## config.mk

```make
export PLATFORM = sky130hd
export DESIGN_NAME = arduino_cmd_receiver
export DESIGN_NICKNAME = d
export VERILOG_FILES = /design/src/rtl/arduino_cmd_receiver.sv
export SDC_FILE = /design/constraint.sdc
export NUM_CORES = 1
export LEC_CHECK = 0
export CAP_MARGIN = 40
export CORE_MARGIN = 2
export CORE_UTILIZATION = 50
export DETAILED_ROUTE_END_ITERATION = 6
export HOLD_SLACK_MARGIN = 0.05
export PLACE_DENSITY = 0.69
export SLEW_MARGIN = 20
export SYNTH_ARGS = -nofsm -noshare
export SYNTH_HDL_FRONTEND = slang
export SYNTH_SLANG_ARGS = --single-unit
export TNS_END_PERCENT = 1
```

## constraint.sdc

```tcl
create_clock -name clock -period 5.25 [get_ports clock]
set_input_delay 0.525 -clock clock [delete_from_list [all_inputs] [get_ports clock]]
set_output_delay 0.525 -clock clock [all_outputs]
set_load 0.01 [all_outputs]
```

## src/rtl/arduino_cmd_receiver.sv

```systemverilog
// UART command receiver for the Arduino note/menu controller: 8N1 (or 8E1 with
// RX_PARITY_EN defined) framing, decodes menu pulses and held one-hot note keys.
module arduino_cmd_receiver #(
    parameter int unsigned CLOCK_FREQ  = 50000000,
    parameter int unsigned BAUD        = 9600,
    parameter int unsigned HOLD_CYCLES = 5000000
) (
    input  logic        clock,
    input  logic        reset,
    input  logic        rx,
    output logic [12:0] botoes,
    output logic        right_arrow_pressed,
    output logic        left_arrow_pressed,
    output logic        enter_pressed,
    output logic [7:0]  rx_byte,
    output logic        byte_valid,
    output logic        frame_err,
    output logic        parity_err
);

    localparam int unsigned BIT_CYCLES = CLOCK_FREQ / BAUD;
    localparam int unsigned HALF       = BIT_CYCLES / 2;
    localparam int unsigned CNT_W      = (BIT_CYCLES > 1) ? $clog2(BIT_CYCLES) : 1;
    localparam int unsigned HOLD_W     = (HOLD_CYCLES > 1) ? $clog2(HOLD_CYCLES + 1) : 1;
    localparam int unsigned NOTE_COUNT = 13;
    localparam logic [7:0]  NOTE_FIRST = 8'h61;
    localparam logic [7:0]  NOTE_LAST  = 8'h6D;
    localparam logic [7:0]  CODE_RIGHT = 8'h52;
    localparam logic [7:0]  CODE_LEFT  = 8'h4C;
    localparam logic [7:0]  CODE_ENTER = 8'h45;
    localparam logic [7:0]  CODE_CR    = 8'h0D;

`ifdef RX_PARITY_EN
    typedef enum logic [2:0] {IDLE, START, DATA, PARITY, STOP, WAIT_HIGH} state_t;
`else
    typedef enum logic [2:0] {IDLE, START, DATA, STOP, WAIT_HIGH} state_t;
`endif

    state_t            state, state_next;
    logic [CNT_W-1:0]  cnt, cnt_next;
    logic [2:0]        bit_cnt, bit_next;
    logic [7:0]        shift, shift_next;
    logic              rx_s1, rx_s2, rx_prev;
    logic [1:0]        sync_ok;
    logic              armed;
    logic [HOLD_W-1:0] hold_cnt;
    logic              accept_c, frame_err_c, parity_err_c;
    logic              par_ok_c, bit_done_c, is_note_c;
    logic [3:0]        note_idx_c;

`ifdef RX_PARITY_EN
    logic par_bad, par_next;
    assign par_ok_c = ~par_bad;
`else
    assign par_ok_c = 1'b1;
`endif

    // Two-flop synchronizer plus edge history; sync_ok marks when rx_s2 carries real line data.
    always_ff @(posedge clock) begin
        if (!reset) begin
            rx_s1   <= 1'b1;
            rx_s2   <= 1'b1;
            rx_prev <= 1'b1;
            sync_ok <= 2'b00;
            armed   <= 1'b0;
        end else begin
            rx_s1   <= rx;
            rx_s2   <= rx_s1;
            rx_prev <= rx_s2;
            sync_ok <= {sync_ok[0], 1'b1};
            if (sync_ok[1] && rx_s2)
                armed <= 1'b1;
        end
    end

    // A line held low through reset must be seen high before any start bit counts.
    always_ff @(posedge clock) begin
        if (!reset) begin
            state   <= IDLE;
            cnt     <= '0;
            bit_cnt <= '0;
            shift   <= '0;
        end else begin
            state   <= state_next;
            cnt     <= cnt_next;
            bit_cnt <= bit_next;
            shift   <= shift_next;
        end
    end

`ifdef RX_PARITY_EN
    always_ff @(posedge clock) begin
        if (!reset)
            par_bad <= 1'b0;
        else
            par_bad <= par_next;
    end
`endif

    assign bit_done_c = (cnt == CNT_W'(BIT_CYCLES - 1));

    always_comb begin
        state_next   = state;
        cnt_next     = cnt;
        bit_next     = bit_cnt;
        shift_next   = shift;
        accept_c     = 1'b0;
        frame_err_c  = 1'b0;
        parity_err_c = 1'b0;
`ifdef RX_PARITY_EN
        par_next     = par_bad;
`endif
        case (state)
            IDLE: begin
                cnt_next = '0;
                bit_next = '0;
                if (armed && rx_prev && !rx_s2)
                    state_next = START;
            end
            START: begin
                if (cnt == CNT_W'(HALF - 1)) begin
                    cnt_next   = '0;
                    state_next = rx_s2 ? IDLE : DATA;
                end else begin
                    cnt_next = cnt + CNT_W'(1);
                end
            end
            DATA: begin
                if (bit_done_c) begin
                    cnt_next   = '0;
                    shift_next = {rx_s2, shift[7:1]};
                    if (bit_cnt == 3'd7) begin
                        bit_next = '0;
`ifdef RX_PARITY_EN
                        state_next = PARITY;
`else
                        state_next = STOP;
`endif
                    end else begin
                        bit_next = bit_cnt + 3'd1;
                    end
                end else begin
                    cnt_next = cnt + CNT_W'(1);
                end
            end
`ifdef RX_PARITY_EN
            PARITY: begin
                if (bit_done_c) begin
                    cnt_next   = '0;
                    par_next   = rx_s2 ^ (^shift);
                    state_next = STOP;
                end else begin
                    cnt_next = cnt + CNT_W'(1);
                end
            end
`endif
            STOP: begin
                if (bit_done_c) begin
                    cnt_next = '0;
`ifdef RX_PARITY_EN
                    parity_err_c = par_bad;
`endif
                    if (rx_s2) begin
                        accept_c   = par_ok_c;
                        state_next = IDLE;
                    end else begin
                        frame_err_c = 1'b1;
                        state_next  = WAIT_HIGH;
                    end
                end else begin
                    cnt_next = cnt + CNT_W'(1);
                end
            end
            WAIT_HIGH: begin
                cnt_next = '0;
                if (rx_s2)
                    state_next = IDLE;
            end
            default: state_next = IDLE;
        endcase
    end

    assign is_note_c  = (shift >= NOTE_FIRST) && (shift <= NOTE_LAST);
    assign note_idx_c = 4'(shift - NOTE_FIRST);

    // Byte delivery, menu decode and note-key hold timer.
    always_ff @(posedge clock) begin
        if (!reset) begin
            rx_byte             <= '0;
            byte_valid          <= 1'b0;
            frame_err           <= 1'b0;
            parity_err          <= 1'b0;
            right_arrow_pressed <= 1'b0;
            left_arrow_pressed  <= 1'b0;
            enter_pressed       <= 1'b0;
            botoes              <= '0;
            hold_cnt            <= '0;
        end else begin
            byte_valid          <= accept_c;
            frame_err           <= frame_err_c;
            parity_err          <= parity_err_c;
            right_arrow_pressed <= accept_c && (shift == CODE_RIGHT);
            left_arrow_pressed  <= accept_c && (shift == CODE_LEFT);
            enter_pressed       <= accept_c && ((shift == CODE_ENTER) || (shift == CODE_CR));
            if (accept_c)
                rx_byte <= shift;
            if (accept_c && is_note_c) begin
                botoes   <= NOTE_COUNT'(1) << note_idx_c;
                hold_cnt <= HOLD_W'(HOLD_CYCLES);
            end else if (hold_cnt != '0) begin
                hold_cnt <= hold_cnt - HOLD_W'(1);
                if (hold_cnt == HOLD_W'(1))
                    botoes <= '0;
            end
        end
    end

endmodule
```

=== Yosys cells after proc, flatten, opt, wreduce, memory -nomap -nowiden ===
Index checks and enable logic that the tools add are counted.

* Input port bits: 3
* Output and inout bits: 27
* Bits in writable memories: 0
* Memories: 0
* Latch bits: 0
* Word-level logic and storage cells: 94
* ROM bits: 0
* Flip-flop bits (word level): 82

* Shift-type cells: 1
* Divide/modulo/power cells: 0
* Add/subtract/negate cells: 4
* Bitwise gates (word level): 1
* Reduce and logical (&&, ||, !) cells: 24
* Multipliers: 0
* Equality and inequality tests: 18
* $lt $le $gt $ge: 2
* Muxes and demuxes: 25

{| class="wikitable"
|+ Operators with widths
! kind !! number
|-
| 13-bit 2-to-1 mux || 5
|-
| 23-bit 2-to-1 mux || 2
|-
| 13-bit case mux with 3 select lines || 1
|-
| 3-bit 2-to-1 mux || 9
|-
| 8-bit by 7-bit equality test with 1-bit output (second input constant) || 3
|-
| 23-bit by 1-bit equality test with 1-bit output (second input constant) || 1
|-
| 23-bit nonzero test || 1
|-
| 23-bit by 1-bit subtractor with 23-bit output (second input constant) || 1
|-
| 3-bit case mux with 5 select lines || 1
|-
| 13-bit by 1-bit adder with 13-bit output (second input constant) || 1
|-
| 13-bit by 12-bit equality test with 1-bit output (second input constant) || 1
|-
| 13-bit equality test (second input constant) || 1
|-
| 1-bit by 4-bit << shifter with 13-bit output (first input constant) || 1
|-
| 2-bit inequality test (second input constant) || 6
|-
| 8-bit by 4-bit equality test with 1-bit output (second input constant) || 1
|-
| 8-bit by 7-bit >= comparator with 1-bit output (second input constant) || 1
|-
| 8-bit by 7-bit less-or-equal comparator with 1-bit output (second input constant) || 1
|-
| 1-bit logical AND || 8
|-
| 3-bit by 2-bit equality test with 1-bit output (second input constant) || 2
|-
| 3-bit equality test (second input constant) || 2
|-
| 3-bit case mux with 2 select lines || 1
|-
| 2-bit AND reduction || 3
|-
| 6-bit AND reduction || 1
|-
| 2-bit nonzero test || 3
|-
| other kinds (12) || 18
|}

=== Logic depth before layout (Yosys ltp) ===
* Depth in word-level cells: 6
* Mapped depth: 8
* Depth with buffers taken out: 7

=== Worst setup path before layout ===
OpenSTA, ideal clock, no wires.

* Path kind: flip-flop to flip-flop
* Start: reg hold_cnt[8]
* End: reg hold_cnt[11]
* Data required time: 5.130 ns
* Arrival: 1.877 ns
* Path buffers: 2
* Library setup time: 0.120 ns
* Stages on the path, launching flop included: 8
* Period minus slack after synthesis: 1.996 ns
* Path slack: 3.254 ns
* Cell sequence: dfxtp_1 or4_1 buf_2 or2_1 buf_6 nor3_4 nor3_1 o31a_1

* Cells in the longest elaborated chain, start to end: 3
* Elaborated cells between the ends (all ways): 5
* Those cells by class: add/sub: 1; mux: 2; reduce/logical: 2

{| class="wikitable"
|+ Ends and longest elaborated chain
! item !! RTL line !! RTL
|-
| from (decl) || 46 || <nowiki>logic [HOLD_W-1:0] hold_cnt;</nowiki>
|-
| from (signal assigned) || 209 || <nowiki>hold_cnt <= HOLD_W'(HOLD_CYCLES);</nowiki>
|-
| from (signal assigned) || 211 || <nowiki>hold_cnt <= hold_cnt - HOLD_W'(1);</nowiki>
|-
| 23-bit by 1-bit subtractor with 23-bit output || 211 ||
|-
| 23-bit 2-to-1 mux || 210 || <nowiki>end else if (hold_cnt != '0) begin</nowiki>
|-
| 23-bit 2-to-1 mux || 207 || <nowiki>if (accept_c && is_note_c) begin</nowiki>
|}

Several ways; a longest one is shown, not always the timed one. The select of a mux whose other input is x is not followed.
A chain may end at the register's enable or synchronous reset.

=== Worst setup path in the final report ===
* Start: reg cnt[0]
* End: reg botoes[4]

* Cells in the longest elaborated chain, start to end: 6
* Elaborated cells between the ends (all ways): 8
* Those cells by class: eq/ne: 1; mux: 3; reduce/logical: 4

{| class="wikitable"
|+ Ends and longest elaborated chain
! item !! RTL line !! RTL
|-
| from (decl) || 40 || <nowiki>logic [CNT_W-1:0] cnt, cnt_next;</nowiki>
|-
| from (signal assigned) || 85 || <nowiki>cnt <= cnt_next;</nowiki>
|-
| 13-bit equality test * || 100 || <nowiki>assign bit_done_c = (cnt == CNT_W'(BIT_CYCLES - 1));</nowiki>
|-
| 1-bit 2-to-1 mux * || 158 || <nowiki>if (bit_done_c) begin</nowiki>
|-
| 1-bit 2-to-1 mux * || 113 || <nowiki>case (state)</nowiki>
|-
| 1-bit logical AND * || 207 ||
|-
| 2-bit nonzero test (no source line) || - ||
|-
| 2-bit AND reduction (no source line) || - ||
|-
| to (signal assigned) || 208 || <nowiki>botoes <= NOTE_COUNT'(1) << note_idx_c;</nowiki>
|-
| to (decl) || 11 || <nowiki>output logic [12:0] botoes,</nowiki>
|}

Every way passes the cells marked *; elsewhere a longest branch is shown, timed or not.

==> results.md <==
- Run status: finished clean
- Cell accounting for the most synthesized area: dfxtp_1
- Hold-fix buffers, CTS: 0
- Share of post-route cells with drive strength above 1: 7.68%
- Filler Cell Count: 731
- Synth cell types: 61
- Fin area: 4380 um2
- Place WS: 2510 ps
- Setup crit start: cnt[0]
- Total congestion overflow: 0
- Reg2Reg Depth: 6
- CTS Root Buffer Type: clkbuf_8
- H-tree Lvls: 3
- Full die area: 8510 um2
- First-pass GRT wire length: 14.2 mm
- Synth warn: 0
- Smallest hold slack: 426 ps
- Reg clk slew, reported paths: 80 ps
- Starting Density: 50.9%
- Setup crit start kind: register
- Yosys top cell area share: 42.2%
- Yosys reg bits: 82
- Seq/Total Area, Yosys: 42.2%
- Total number of vias: 3210
- Setup Skew: 6.64 ps
- RSZ-0062 raised after global routing: no
- Synthesized area: 3890 um2
- Mean Syn Cell Area: 8.69 um2
- Syn Inst Count: 448
- Final antenna-violating net count: 0
- CP arrival: 3000 ps
- Crit. End Element: register
- DP HPWL: 5.56 mm
- Final setup vio count: 0
- Max Freq: 367 MHz
- Routability cong.: 0.843
- Initial antenna violation count: 0
- Fin Setup TNS: 0 ps
- Peak supply drop: 0.000248 V
- Vias per inst: 5.62
- Max Cap Viol: 0
- Rows: 32
- Clk Latency, worst-skew pair: 340 ps
- EDFF count, synth: 0
- Primary FF master, synth: dfxtp_1
- Period utilisation layout: 52.0%
- Worst Hold Launch: rx_s1
- Hold Path Stages: 1
- Synth cell count leaders: 82 x dfxtp_1, 64 x nand2_1, 30 x nor2_1
- Multi-input logic area: 2110 um2
- Max-slew violations: 0
- Final net count: 472
- Layout area overhead: 12.5%
- Die Wd: 92.2 um
- Finished Layout Cells: 571
- Storage element area: 1640 um2
- Worst reg2reg startpoint: cnt[0]
- DR pass1 iterations: 4
- Core area: 7650 um2
- Async S/R FF share, synth: 0%
- Pwr Density: 467 nW/um2
- Setup ws final: 2520 ps
- IO Pins: 30
- Wire per inst: 14.1 um
- Die Y: 92.2 um
- Required @ worst endpoint: 5520 ps
- LEAKAGE: 1.42 nW
- Syn_nets: 456
- Post-placement cell area: 4200 um2
- CTS Sinks: 82
- Tmin final: 2730 ps
- Setup CP Type: register to register
- Worst Tran Pin Value: 734 ps
- Vias in the first global route: 3049
- Fin. Hold Viols: 0
- Synth area leaders: dfxtp_1 42%, nand2_1 6.2%, a21boi_0 5.6%
- Setup bufs post-CTS: 0
- Worst slew margin: 50.4%
- Hold crit path type: register to register
- Num CTS Buffers: 9
- CTS max path bufs: 2
- Initial DRC Count: 160
- Most frequent cell after synthesis: dfxtp_1
- Final wirelength: 8.04 mm
- # diodes: 0
- Critical path peak fanout: 13
- Maximum number of pins on one net before global-route repair: 57
- Total track usage: 20.4%
- Placed cell count: 554
- IO buf count: 28
- Reg2Reg Setup Slack: 2520 ps
- WHS Endpoint: rx_s2
- Final routed DRC violation total: 0
- Worst r2r dst: botoes[4]
- CTS tree: done
- Post-cts sizing count: 0
power by group:
part	total, mW	switching, mW	internal (mW)
Combinational	0.857	0.540	0.317
Clock	0.403	0.219	0.184
Sequential	0.784	0.0814	0.703
Total	2.05	0.841	1.20
final cells by class:
| cell class | instances | area share (%) |
|---|---|---|
| flip-flops and latches | 82 | 37.5 |
| repair buffers | 31 | 6.86 |
| inverters | 8 | 0.686 |
| multi-input cells | 332 | 48.1 |
| well taps | 102 | 2.91 |
| clock buffers | 12 | 3.31 |
| clock inverters | 4 | 0.629 |
metal layers:
| layer | track usage (%) | vias to the layer above | wire, um |
|---|---|---|---|
| met5 | 0 | - | 0 |
| met4 | 5.85 | 0 | 98 |
| met3 | 5.34 | 7 | 314 |
| met2 | 33.1 | 64 | 3780 |
| met1 | 26.9 | 1515 | 3850 |
| li1 | - | 1624 | - |
per-stage QoR:
step / total power, mW / utilization [%]
after CTS: 2.05 / 57.2
final: 2.05 / 57.3
after detailed placement: 1.65 / 54.9
after global routing: 2.20 / 57.3
after floorplan: 1.54 / -
after global placement: 1.62 / 54.8
cells in the final DEF, fill, tap and decap left out, types with 3 or more instances in the layout:
| master | n |
|---|---|
| ha_1 | 5 |
| a21boi_0 | 29 |
| and2_1 | 4 |
| xor2_1 | 7 |
| nand2_1 | 64 |
| clkbuf_8 | 10 |
| xnor2_1 | 15 |
| and4b_1 | 3 |
| nor4_1 | 5 |
| clkinvlp_4 | 3 |
| o21ai_1 | 8 |
| nand4b_1 | 3 |
| nor4bb_1 | 5 |
| nand4_1 | 12 |
| or3_1 | 6 |
| nor2_1 | 30 |
| nand3_1 | 14 |
| or4_1 | 4 |
| a21oi_1 | 17 |
| a31oi_1 | 4 |
| nor4b_1 | 4 |
| dfxtp_1 | 82 |
| clkdlybuf4s50_1 | 28 |
| inv_1 | 8 |
| nor4_2 | 4 |
| nor2b_1 | 7 |
| o21ai_0 | 10 |
| nor3_1 | 10 |
| and3_1 | 7 |
| nor2_2 | 3 |
| o21a_1 | 7 |
| nand2b_1 | 8 |
worst max-delay path, stage by stage (launching register included):
cell and delay, ps:
dfxtp_1 360, ha_1 200, nor4bb_1 420, nand4_1 570, nor4b_1 790, nand2_1 130, a21boi_0 190
worst max path at each step:
stage	endpoint	slack, ps
detailed placement	hold_cnt[16]	2510
global placement	hold_cnt[0]	2390
finish	botoes[4]	2520
global route	botoes[5]	2110
floorplan	hold_cnt[11]	3250
CTS	botoes[4]	2490
cells by family (layout without fill, tap and decap cells):
| group | count (synthesis) | count (layout) | synth area share [%] |
|---|---|---|---|
| adders and majority gates | 5 | 5 | 1.61 |
| other | 1 | 1 | 0.0963 |
| AOI/OAI and AO/OA | 94 | 94 | 17.0 |
| buffers and inverters | 34 | 55 | 3.73 |
| DFF | 82 | 82 | 42.2 |
| xor gates and xnor gates | 22 | 22 | 4.95 |
| and+or+nand+nor | 210 | 210 | 30.5 |
state kept, by name, summed over array words and instances (netlist names), 2 cells and up:
| register | flops |
|---|---|
| hold_cnt | 23 |
| botoes | 13 |
| cnt | 13 |
| rx_byte | 8 |
| shift | 8 |
| bit_cnt | 3 |
| state | 3 |
| sync_ok | 2 |
No activity file was read; power rests on OpenSTA's default activity.
==> RTL edit, RTL diff (same settings) <==
`HOLD_CYCLES`: 5000000 -> 1250000.
--- a/src/rtl/arduino_cmd_receiver.sv
+++ b/src/rtl/arduino_cmd_receiver.sv
@@ -3,7 +3,7 @@
 module arduino_cmd_receiver #(
     parameter int unsigned CLOCK_FREQ  = 50000000,
     parameter int unsigned BAUD        = 9600,
-    parameter int unsigned HOLD_CYCLES = 5000000
+    parameter int unsigned HOLD_CYCLES = 1250000
 ) (
     input  logic        clock,
     input  logic        reset,
Formal check against the unedited RTL: no difference found for any inputs over 10 cycles, from zero or initial values and one cycle with reset low; that may be too few to reach the edited logic, so the function may still have changed.
==> RTL edit against the unedited design <==
Sequential cell count is 2 lower. Non-clock buffer count stayed put. Setup slack better by 42 ps. Count of clock-buffer cells in the layout shrank 2. Total power is 13% lower. Routed wire length decreased by 13%. Clock skew barely moved. Global-route usage down 2.4 points. Synthesized area fell by 4.4%. Final area shrank 3.1%. Hold slack got worse by 16 ps. Fmax up 1.6%. Core utilization up 1.5 points. Critical path type unchanged. Critical endpoint is now botoes[11]$_SDFFE_PN0P_. Largest power group is now registers. Highest routed layer unchanged.
==> RTL edit: results (changes against the unedited design) <==
Yosys:
- By area the synthesized netlist is led by sky130_fd_sc_hd__dfxtp_1 43%, sky130_fd_sc_hd__nand3_1 4.7%, sky130_fd_sc_hd__nor2_1 3.7%.
- The mux cell area share after synthesis is 2.96% (+3.0 points).
- The number of distinct standard cells referenced by the synthesized netlist is 60 (-1.6%).
- The sequential element share of the synthesized area was 43.0% (+0.87 points).
- The XOR/XNOR share of the synthesized area is 5.41% (+0.46 points).
- The number of nets produced by synthesis is 424 (-7.0%).
- The area fraction in compound gates after synthesis is 13.5% (-3.5 points).
- The adder-cell share of the synthesized area is 2.02% (+0.41 points).

Route:
- The wire length on met1 came to 3.45 mm (-10%).
- The amount of wire on met3 after detailed routing is 219 µm (-30%).
- The detail-routed net length per standard cell was 13.0 µm (-7.4%).
- The via density per instance is 5.45 (-3.0%).
- The violation count after the first detailed-routing iteration is 117 (-27%).

Timing:
- The relative max-transition margin is 52.7% (+2.2 points).
- The final setup skew is 6.42 ps (-0.214 ps).

Cells and area:
- In the final layout, the registers with the most flip-flops are hold_cnt (21), botoes (13), cnt (13).
- The share of layout cells above drive strength 1 is 8.01% (+0.33 points).
- The total number of nets in the final design was 441 (-6.6%).

Setup path:
- The slowest library cell on the worst path is sky130_fd_sc_hd__or4_1.
- The maximum fanout count along the critical path is 16 (+3).
- The maximum single-stage delay on the critical path is 890 ps (+100 ps).
- The worst path arrival time was 2930 ps (-70 ps).

Global routing:
- The global-route usage over all layers is 18.1% (-2.4 points).
- The maximum number of pins on one net before global-route repair was 55 (-3.5%).
- The via count of the first global-routing pass is 2,703 (-11%).
- The global-route wire length before repair came to 12.3 mm (-13%).

Placement:
- The estimated wirelength of the detail-placed design is 4.82 mm (-13%).
- The count of input and output buffers came to 28 (unchanged).
- The post-placement cell area is 4040 µm² (-4.0%).
- The global placer's final weighted congestion is 0.816 (-3.2%).

Run status:
- The run finished with clean final reports.

Power:
- The static leakage came to 1.45 nW (+2.2%).
- The maximum resistive drop on vdd came to 0.164 mV (-34%).

CTS:
- The maximum number of buffers from clock root to sink is 2 (unchanged).
RTL edit: cell types whose count changed after synthesis, moves of 7 or more:
cell,before,now
sky130_fd_sc_hd__mux2i_1,0,11
sky130_fd_sc_hd__nor2_1,30,37
sky130_fd_sc_hd__a21boi_1,0,11
sky130_fd_sc_hd__a21oi_1,17,5
sky130_fd_sc_hd__nand2_1,64,31
sky130_fd_sc_hd__nor2b_1,7,16
sky130_fd_sc_hd__o21ai_1,8,1
sky130_fd_sc_hd__nand3_1,14,35
sky130_fd_sc_hd__a21boi_0,29,12
RTL edit: where the power goes:
part | leakage, nW | internal, mW | switching (mW)
Sequential | 0.649 | 0.682 | 0.0779
Combinational | 0.706 | 0.248 | 0.329
Clock | 0.0907 | 0.233 | 0.218
RTL edit: stage by stage:
step / setup slack [ps] / utilization, % / power [mW] / std cells
global route: 2380 / 58.8 / 1.92 / 536
global placement: 2650 / 55.7 / 1.33 / 518
floorplan: 3040 / - / 1.27 / 415
finish: 2560 / 58.8 / 1.79 / 536
CTS: 2560 / 58.8 / 1.81 / 536
detailed placement: 2590 / 55.9 / 1.35 / 520
RTL edit: logic make-up after synthesis:
logic type | Yosys count
mux | 11
xor+xnor | 23
compound gates | 66
buf+inv | 34
fa+ha+maj | 6
flops | 80
simple gates | 194
other cells | 1
RTL edit: final timing paths:
check	endpoint	slack (ps)	cells after the start
setup / recovery	botoes[11]$_SDFFE_PN0P_	2560	6
hold / removal	rx_s2$_SDFF_PN1_	410	1
setup reg to reg	botoes[11]$_SDFFE_PN0P_	2560	6
hold reg to reg	rx_s2$_SDFF_PN1_	410	1
RTL edit: worst max-delay path, delay by kind of cell, from the launching register on:
kind	cells	cell delay, ps
AOI/OAI and AO/OA	1	180
adders and majority gates	1	210
and+or+nand+nor	4	1830
DFF	1	370
RTL edit: final cells by class:
class	instances	area [µm²]	share of cell area, %
tap	99	124	2.92
multi-input combinational	301	1970	46.4
clock inverter	6	68.8	1.62
clock buffer	10	138	3.24
inverter	9	33.8	0.796
timing repair buffer	31	307	7.23
sequential	80	1600	37.8
RTL edit: metal layers:
metal | up-vias | track usage [%]
met4 | 0 | 7.31
met5 | - | 0
met3 | 2 | 4.51
li1 | 1506 | -
met2 | 43 | 28.9
met1 | 1372 | 23.4
